File: src/rtl/input_fetch_streamer_pkg.sv
// Shared constants and FSM encoding for the input-SRAM fetch streamer.
package input_fetch_streamer_pkg;

  localparam int INPUT_SRAM_WORDS = 12288;
  localparam int INPUT_ROW_WORDS  = 2048;
  localparam int INPUT_DATA_W     = 128;

  typedef enum logic [1:0] {
    IDLE  = 2'd0,
    ISSUE = 2'd1,
    WAIT  = 2'd2,
    DRAIN = 2'd3
  } state_t;

endpackage

File: src/rtl/input_stream_fifo.sv
// Output skid FIFO; registered read side, so a push is visible one cycle later.
module input_stream_fifo #(
  parameter int DEPTH = 4,
  parameter int WIDTH = 129
) (
  input  logic                     clock,
  input  logic                     reset,
  input  logic                     push,
  input  logic [WIDTH-1:0]         push_data,
  input  logic                     pop,
  output logic [WIDTH-1:0]         pop_data,
  output logic                     empty,
  output logic [$clog2(DEPTH):0]   count
);

  localparam int AW = $clog2(DEPTH);

  logic [WIDTH-1:0] mem [DEPTH];
  logic [AW-1:0]    wr_ptr;
  logic [AW-1:0]    rd_ptr;

  always_ff @(posedge clock) begin
    if (push) mem[wr_ptr] <= push_data;
  end

  always_ff @(posedge clock) begin
    if (reset) begin
      wr_ptr <= '0;
      rd_ptr <= '0;
      count  <= '0;
    end else begin
      if (push) wr_ptr <= wr_ptr + 1'b1;
      if (pop)  rd_ptr <= rd_ptr + 1'b1;
      case ({push, pop})
        2'b10:   count <= count + 1'b1;
        2'b01:   count <= count - 1'b1;
        default: ;
      endcase
    end
  end

  assign empty    = (count == '0);
  assign pop_data = mem[rd_ptr];

endmodule

File: src/rtl/input_fetch_streamer.sv
// Streams a range of input-SRAM words out through a skid FIFO, one read outstanding at a time.
module input_fetch_streamer
  import input_fetch_streamer_pkg::*;
#(
  parameter int FIFO_DEPTH = 4,
  parameter int CNT_W      = 14
) (
  input  logic              clock,
  input  logic              reset,
  input  logic              start,
  input  logic [31:0]       base_addr,
  input  logic [CNT_W-1:0]  word_count,
  output logic              busy,
  output logic              done,
  output logic              err,
  output logic [31:0]       r_addr,
  output logic              r_en,
  input  logic [127:0]      r_d,
  input  logic              d_ready,
  output logic              out_valid,
  input  logic              out_ready,
  output logic [127:0]      out_data,
  output logic              out_last
);

  state_t                     state_q, state_d;
  logic [31:0]                addr_q;
  logic [CNT_W-1:0]           remaining_q;
  logic                       done_q, err_q;
  logic [32:0]                end_addr;
  logic                       range_bad;
  logic                       fifo_push, fifo_pop, fifo_empty;
  logic [$clog2(FIFO_DEPTH):0] fifo_count;
  logic [INPUT_DATA_W:0]      fifo_rdata;

  assign end_addr  = {1'b0, base_addr} + {{(33-CNT_W){1'b0}}, word_count};
  assign range_bad = end_addr > 33'(INPUT_SRAM_WORDS);

  assign fifo_push = (state_q == WAIT) && d_ready;
  assign fifo_pop  = !fifo_empty && out_ready;

  input_stream_fifo #(
    .DEPTH (FIFO_DEPTH),
    .WIDTH (INPUT_DATA_W + 1)
  ) u_fifo (
    .clock     (clock),
    .reset     (reset),
    .push      (fifo_push),
    .push_data ({remaining_q == CNT_W'(1), r_d}),
    .pop       (fifo_pop),
    .pop_data  (fifo_rdata),
    .empty     (fifo_empty),
    .count     (fifo_count)
  );

  always_comb begin
    state_d = state_q;
    r_en    = 1'b0;
    case (state_q)
      IDLE:
        if (start && !range_bad && word_count != '0) state_d = ISSUE;
      ISSUE:
        // Only issue when the word has a guaranteed FIFO slot to land in.
        if (int'(fifo_count) < FIFO_DEPTH) begin
          r_en    = 1'b1;
          state_d = WAIT;
        end
      WAIT:
        if (d_ready) state_d = (remaining_q == CNT_W'(1)) ? DRAIN : ISSUE;
      DRAIN:
        if (fifo_empty) state_d = IDLE;
      default:
        state_d = IDLE;
    endcase
  end

  always_ff @(posedge clock) begin
    if (reset) begin
      state_q     <= IDLE;
      addr_q      <= '0;
      remaining_q <= '0;
      done_q      <= 1'b0;
      err_q       <= 1'b0;
    end else begin
      state_q <= state_d;
      done_q  <= 1'b0;
      err_q   <= 1'b0;
      case (state_q)
        IDLE:
          if (start) begin
            if (range_bad) begin
              err_q <= 1'b1;
            end else if (word_count == '0) begin
              done_q <= 1'b1;
            end else begin
              addr_q      <= base_addr;
              remaining_q <= word_count;
            end
          end
        WAIT:
          if (d_ready) begin
            addr_q      <= addr_q + 32'd1;
            remaining_q <= remaining_q - 1'b1;
          end
        DRAIN:
          if (fifo_empty) done_q <= 1'b1;
        default: ;
      endcase
    end
  end

  assign busy      = (state_q != IDLE);
  assign done      = done_q;
  assign err       = err_q;
  assign r_addr    = addr_q;
  assign out_valid = !fifo_empty;
  assign out_data  = fifo_rdata[INPUT_DATA_W-1:0];
  assign out_last  = !fifo_empty && fifo_rdata[INPUT_DATA_W];

endmodule

File: config.mk
export PLATFORM = sky130hd
export DESIGN_NAME = input_fetch_streamer
export DESIGN_NICKNAME = d
export VERILOG_FILES = /design/src/rtl/input_fetch_streamer_pkg.sv /design/src/rtl/input_stream_fifo.sv /design/src/rtl/input_fetch_streamer.sv
export SDC_FILE = /design/constraint.sdc
export NUM_CORES = 1
export LEC_CHECK = 0
export CORE_AREA = 2 2 268 204
export CTS_CLUSTER_DIAMETER = 40
export DETAILED_ROUTE_END_ITERATION = 8
export DIE_AREA = 0 0 270 206
export PLACE_DENSITY = 0.7
export REMOVE_ABC_BUFFERS = 1
export SLEW_MARGIN = 30
export SYNTH_ARGS = -nofsm -noshare
export SYNTH_HDL_FRONTEND = slang
export SYNTH_SLANG_ARGS = --single-unit
File: constraint.sdc
create_clock -name clock -period 14.81 [get_ports clock]
set_input_delay 2.2215 -clock clock [delete_from_list [all_inputs] [get_ports clock]]
set_output_delay 2.2215 -clock clock [all_outputs]
set_load 0.005 [all_outputs]
# After elaboration in Yosys (flattened, before gate mapping)
# Memories as Yosys holds them, arrays and structs flattened. A register that Yosys moved wholly into a read port is not among the register bits.
# Index checks and enable logic that the tools add are counted.
dict set report totals {
  input_bits 179
  mem_count 1
  out_inout_bits 166
  ramBits 516
  ff_bits 57
  word_cells 79
}
# memory words word_bits rd rd_ports_with_merged_regs write_ports line
set memory_table {}
lappend memory_table {u_fifo.mem 4 129 1 1 1 input_stream_fifo.sv:18} ;# logic [WIDTH-1:0] mem [DEPTH];
dict set report classes {
  muxes 29
  n_reduce_logical 17
  addsub 7
  bitwise_logic 2
  eq_ne 13
  order_cmp 2
}
# operator count
set ops {}
lappend ops {{$mux 32} 4}
lappend ops {{$pmux 32 s2} 1}
lappend ops {{$mux 14} 4}
lappend ops {{$add 32x14->33} 1}
lappend ops {{$gt 33x14->1 const B} 1}
lappend ops {{$add 32x1->32 const B} 1}
lappend ops {{$pmux 14 s2} 1}
lappend ops {{$eq 14x1->1 const B} 1}
lappend ops {{$logic_not 14->1} 1}
lappend ops {{$mux 2} 7}
lappend ops {{$ne 2x2->1 const B} 7}
lappend ops {{$reduce_bool 14->1} 1}
lappend ops {{$sub 14x1->14 const B} 1}
lappend ops {{$mux 1} 9}
lappend ops {{$pmux 2 s4} 1}
lappend ops {{$eq 2x2->1 const B} 3}
lappend ops {{$pmux 3 s2} 1}
lappend ops {{$reduce_bool 2->1} 3}
lappend ops {{$logic_and 1x1->1} 5}
lappend ops {{$reduce_and 5->1} 1}
lappend ops {{$add 2x1->2 const B} 2}
lappend ops {{$eq 2x1->1 const B} 2}
lappend ops {{$reduce_and 4->1} 1}
lappend ops {{$add 3x1->3 const B} 1}
lappend ops {{8 further kinds} 10}

# Depth between registers and ports, before layout
dict set report depth {
  depth_word 7
  depth_mapped 13
  ltp_nobuf 12
}

# Hierarchy
# Synthesis repeated with hierarchy kept, for this count alone.
dict set report hier_totals {
  hier_cells 1431
  area_unflattened_um2 24103.1
}
# mod cells_each seq_area_each_um2 n_inst area_each_um2
set by_module_without_submodules {}
lappend by_module_without_submodules {input_stream_fifo 719 15675.0 1 19049.5}
lappend by_module_without_submodules {input_fetch_streamer 712 1001.0 1 5053.6}

# Worst setup path before layout
# Ideal clock, no wire load.
dict set report synth_path {
  path_type {input to register}
  start {input d_ready}
  end {memory u_fifo.mem[3][0], enable pin}
  required_ns 14.306
  n_path_buf 0
  setup_slack_ns 9.062
  t_arrival_ns 5.244
  setup_time_ns 0.504
  path_stages 1
  path_cell_list {and3_1}
}
dict set report synth_between {
  elab_chain_cells 3
}
# item line
set synth_lines {}
lappend synth_lines {{start, declared} input_fetch_streamer.sv:19} ;# input logic d_ready,
lappend synth_lines {{$logic_and 1x1->1} input_fetch_streamer.sv:39} ;# assign fifo_push = (state_q == WAIT) && d_ready;
lappend synth_lines {{$mux 1} input_stream_fifo.sv:23} ;# if (push) mem[wr_ptr] <= push_data;
lappend synth_lines {{$mux 1 (not written as such)} input_stream_fifo.sv:23}
lappend synth_lines {{end, declared} input_stream_fifo.sv:18}
# Every way passes these cells.

# Final worst setup path
dict set report layout_path {
  start {input word_count[0]}
  end {register addr_q[25] (netlist: r_addr[25])}
}
dict set report layout_between {
  elab_chain_cells 4
  elab_cells_between_ends 6
  cone_classes {1 x add/sub; 1 x order compare; 2 x eq/ne; 2 x reduce/logical}
}
# item line
set layout_lines {}
lappend layout_lines {{start, declared} input_fetch_streamer.sv:12} ;# input logic [CNT_W-1:0] word_count,
lappend layout_lines {{$add 32x14->33} input_fetch_streamer.sv:36} ;# assign end_addr = {1'b0, base_addr} + {{(33-CNT_W){1'b0}}, word_count};
lappend layout_lines {{$gt 33x14->1} input_fetch_streamer.sv:37} ;# assign range_bad = end_addr > 33'(INPUT_SRAM_WORDS);
lappend layout_lines {{$ne 2x2->1 (no source line)} n/a}
lappend layout_lines {{$reduce_and 5->1 (no source line) (*)} n/a}
lappend layout_lines {{end signal, assigned} input_fetch_streamer.sv:96} ;# addr_q <= base_addr;
lappend layout_lines {{end signal, assigned} input_fetch_streamer.sv:102} ;# addr_q <= addr_q + 32'd1;
lappend layout_lines {{end, declared} input_fetch_streamer.sv:27} ;# logic [31:0] addr_q;
# Every way passes the cells marked *; elsewhere a longest branch is shown, timed or not.
# A chain may end at the register's enable or synchronous reset.

==> key figures <==
Global route
  • Tot GR Track Use: 20.8%
  • Grt ovf: 0
  • First-pass GRT wire length: 87,100 um
  • Largest net degree at the start of global routing: 74
  • Vias in the first global route: about 14,000
  • Initial antenna violation count: 9

Die
  • Die area: 55,600 um^2
  • I/O pin total: about 350
  • Die height: 206 um
  • CORE AREA: around 53,000 um^2
  • Starting Density: 44.3%
  • Die X: 270 um
  • Num rows: 74

Routing
  • Met2 wire len: between 20,000 and 30,000 um
  • # DRC: 0
  • Drt pass-1 iters: 5
  • Via density: 5.65
  • WL met3: between 4000 and 5000 um
  • Antenna-violating nets left: 0
  • Routed via count: between 10,000 and 15,000
  • WL final: 58,300 um
  • WL per Instance: 23.1 um
  • M1 wire length: around 25,000 um
  • DR iter-0 viols: 1,210
  • Max layer used: met5

Timing
  • Worst Skew: around 0.017 ns
  • Slew headroom: approximately 40%
  • Min Hold Slack: 0.504 ns
  • Final Hold Vio Count: 0
  • Setup TNS: 0 ns
  • Setup violators final: 0
  • Worst-Margin Slew: 0.893 ns
  • Fin worst setup slack: 8.45 ns
  • Maximum clock frequency: 157 MHz
  • Final min period: about 6.4 ns
  • Final clock period utilization by the worst path: roughly 43%
  • RSZ-0062 raised after global routing: false
  • Pins Over Slew Limit: 0

Final layout
  • Final #Nets: 1,956
  • Syn-to-layout area delta: 27.7%
  • Share of post-route cells with drive strength above 1: 16.2%
  • Sequential cell area: about 17,000 um^2
  • Fillers: 4,108
  • Area of the multi-input gates: 6590 um^2
  • Final design utilization: a little under three fifths

Worst setup path
  • Worst EP required: 15.30 ns
  • Setup CP Type: primary input to register
  • Crit Path Max Fanout: 25
  • Critical Path End Type: register
  • Worst setup SP type: primary input
  • Critical path arrival: 6.86 ns

Yosys
  • Post-synth top area cell: edfxtp_1
  • Number of synthesized flops with an enable pin: 516
  • Seq/Total Area, Yosys: around 70%
  • Post-Synthesis Cell Area: 23,700 um^2
  • Synth top area share: 65.4%
  • Distinct cells, synth: 81
  • Fraction of registers with async set/reset: 0%
  • Post-Synthesis Cells: roughly 1,400
  • Dominant synthesized flop cell: edfxtp_1
  • Synth warn: 0
  • Synth Register Bits: 575
  • Top post-synthesis cells by area: edfxtp_1 65%, mux4_2 12%, dfxtp_1 5.0%, a21oi_1 1.5%, ha_1 1.4%
  • Mean Syn Cell Area: 17.1 um^2

Clocking
  • CTS root buf: clkbuf_16
  • H-tree lvl count: 3
  • Clk_lat worst skew: 0.60 ns
  • Postcts setup bufs: 0
  • CTS tree: done
  • Post-CTS sizing: 0
  • Clk sinks: 575
  • Hold_buf cts: 0
  • CTS clk-pin slew, worst paths: roughly 0.060 ns
  • Number of CTS-inserted buffers: 73
  • Max clock buf depth: 3

Pwr
  • Pwr per Cell Area: around 120 nW/um^2
  • Leak: between 9 and 10 nW
  • Max VDD drop: 0.0000784 V

Flow run
  • MaxCap Viol Count: 0

Place
  • Pre-CTS WS: 7.85 ns
  • Routability-driven placement congestion ratio: 0.898
  • Post-DP HPWL: 37,200 um
  • Number of buffers added on ports: 344

Status
  • Status: completed

Min path
  • Hold Path Class: register to register
[flip-flops by register name (all words and copies together) (netlist names), named ones only]
signal         count
state_q            2
done               1
u_fifo.mem       516
err                1
u_fifo.count       3
r_addr            32
u_fifo.wr_ptr      2
remaining_q       14
u_fifo.rd_ptr      2
[kinds of logic after synthesis]
kind of cell,Yosys count,synth area share (%)
adders and majority gates,29,1.60
muxes,136,12.6
xor gates and xnor gates,17,0.628
AOI/OAI and AO/OA,252,7.22
DFF,575,70.4
and+or+nand+nor,269,5.69
buffers and inverters,106,1.91
[final cells by class]
type / count / share of cell area [%]
clock buffer: 86 / 6.27
multi-input combinational: 703 / 21.8
inverter: 31 / 0.385
clock inverter: 45 / 1.43
antenna: 4 / 0.0331
sequential: 575 / 55.1
timing repair buffer: 364 / 12.0
tap: 722 / 2.99
[power by group]
group	total, W	switching (W)	internal [W]
Sequential	0.00178	0.00000656	0.00178
Clock	0.00168	0.000676	0.00100
Combinational	0.000274	0.000135	0.000139
Total	0.00374	0.000817	0.00292
[cell usage in the layout, fill, tap and decap left out, types with 7 or more instances in the layout]
cell type,n
clkinv_2,7
mux4_2,129
nand2_1,73
and3_1,12
inv_1,30
o22ai_1,7
nor3_1,18
a31oi_1,8
nor4_1,14
clkbuf_16,74
a21oi_1,71
edfxtp_1,516
xor2_1,10
ha_1,26
o31ai_1,21
clkdlybuf4s50_1,343
buf_4,16
inv_6,12
xnor2_1,7
clkinv_1,11
nand3_1,31
a211oi_1,14
dfxtp_1,57
nand4_1,13
o21ai_0,45
or3_1,8
a311o_1,7
o211ai_1,10
clkbuf_1,12
nor2_1,57
[routing by layer]
metal	GRT usage, %	vias to the layer above
li1	-	6398
met1	28.9	7205
met2	32.0	587
met3	6.05	99
met4	5.85	12
met5	0	-
[worst max-delay path, cell delays in order]
cell and delay (ns):
clkdlybuf4s50_1 0.54, ha_1 0.26, fa_1 0.23, nand3_1 0.14
a211o_1 0.34, a21oi_1 0.26, o32ai_2 0.19, nor4b_1 0.41
xor2_1 0.11, or4_4 0.54, o41ai_4 0.56, buf_4 0.42
nand2_4 0.27, o32ai_1 0.36
[worst paths after layout]
| kind | from | slack, ns | end | depth (start not counted) |
|---|---|---|---|---|
| max reg2reg | state_q[0] | 10.97 | u_fifo.mem[2][42] | 6 |
| max | word_count[0] | 8.45 | r_addr[25] | 14 |
| min reg2reg | remaining_q[1] | 0.50 | remaining_q[1] | 2 |
| min | remaining_q[1] | 0.50 | remaining_q[1] | 2 |
[cells in the mapped netlist (all sizes together) (5+ instances only)]
cell / n
o22ai: 7
xnor2: 7
nor3: 19
mux2i: 6
o311ai: 6
a211oi: 16
ha: 27
or4: 5
o21a: 5
o32ai: 6
o31ai: 21
o211ai: 10
a311o: 7
nand4: 14
o41ai: 5
and3: 16
nand2: 74
buf: 30
nor2: 58
o21ai: 48
a21oi: 73
a22oi: 6
clkbuf: 45
dfxtp: 59
edfxtp: 516
mux4: 129
or3: 9
or2: 6
xor2: 10
nor2b: 6
a21o: 5
inv: 31
a211o: 5
nor4: 14
nand3: 32
a31oi: 8
[through the flow]
stage / std cells / power, W / instance area [um^2]
final: 2530 / 0.00374 / 30300
after global routing: 2527 / 0.00387 / 30300
after CTS: 2525 / 0.00378 / 30200
after detailed placement: 2394 / 0.00209 / 27900
after global placement: 2393 / 0.00209 / 27900
after floorplan: 1309 / 0.00195 / 23400
No activity file was read; power rests on OpenSTA's default activity.
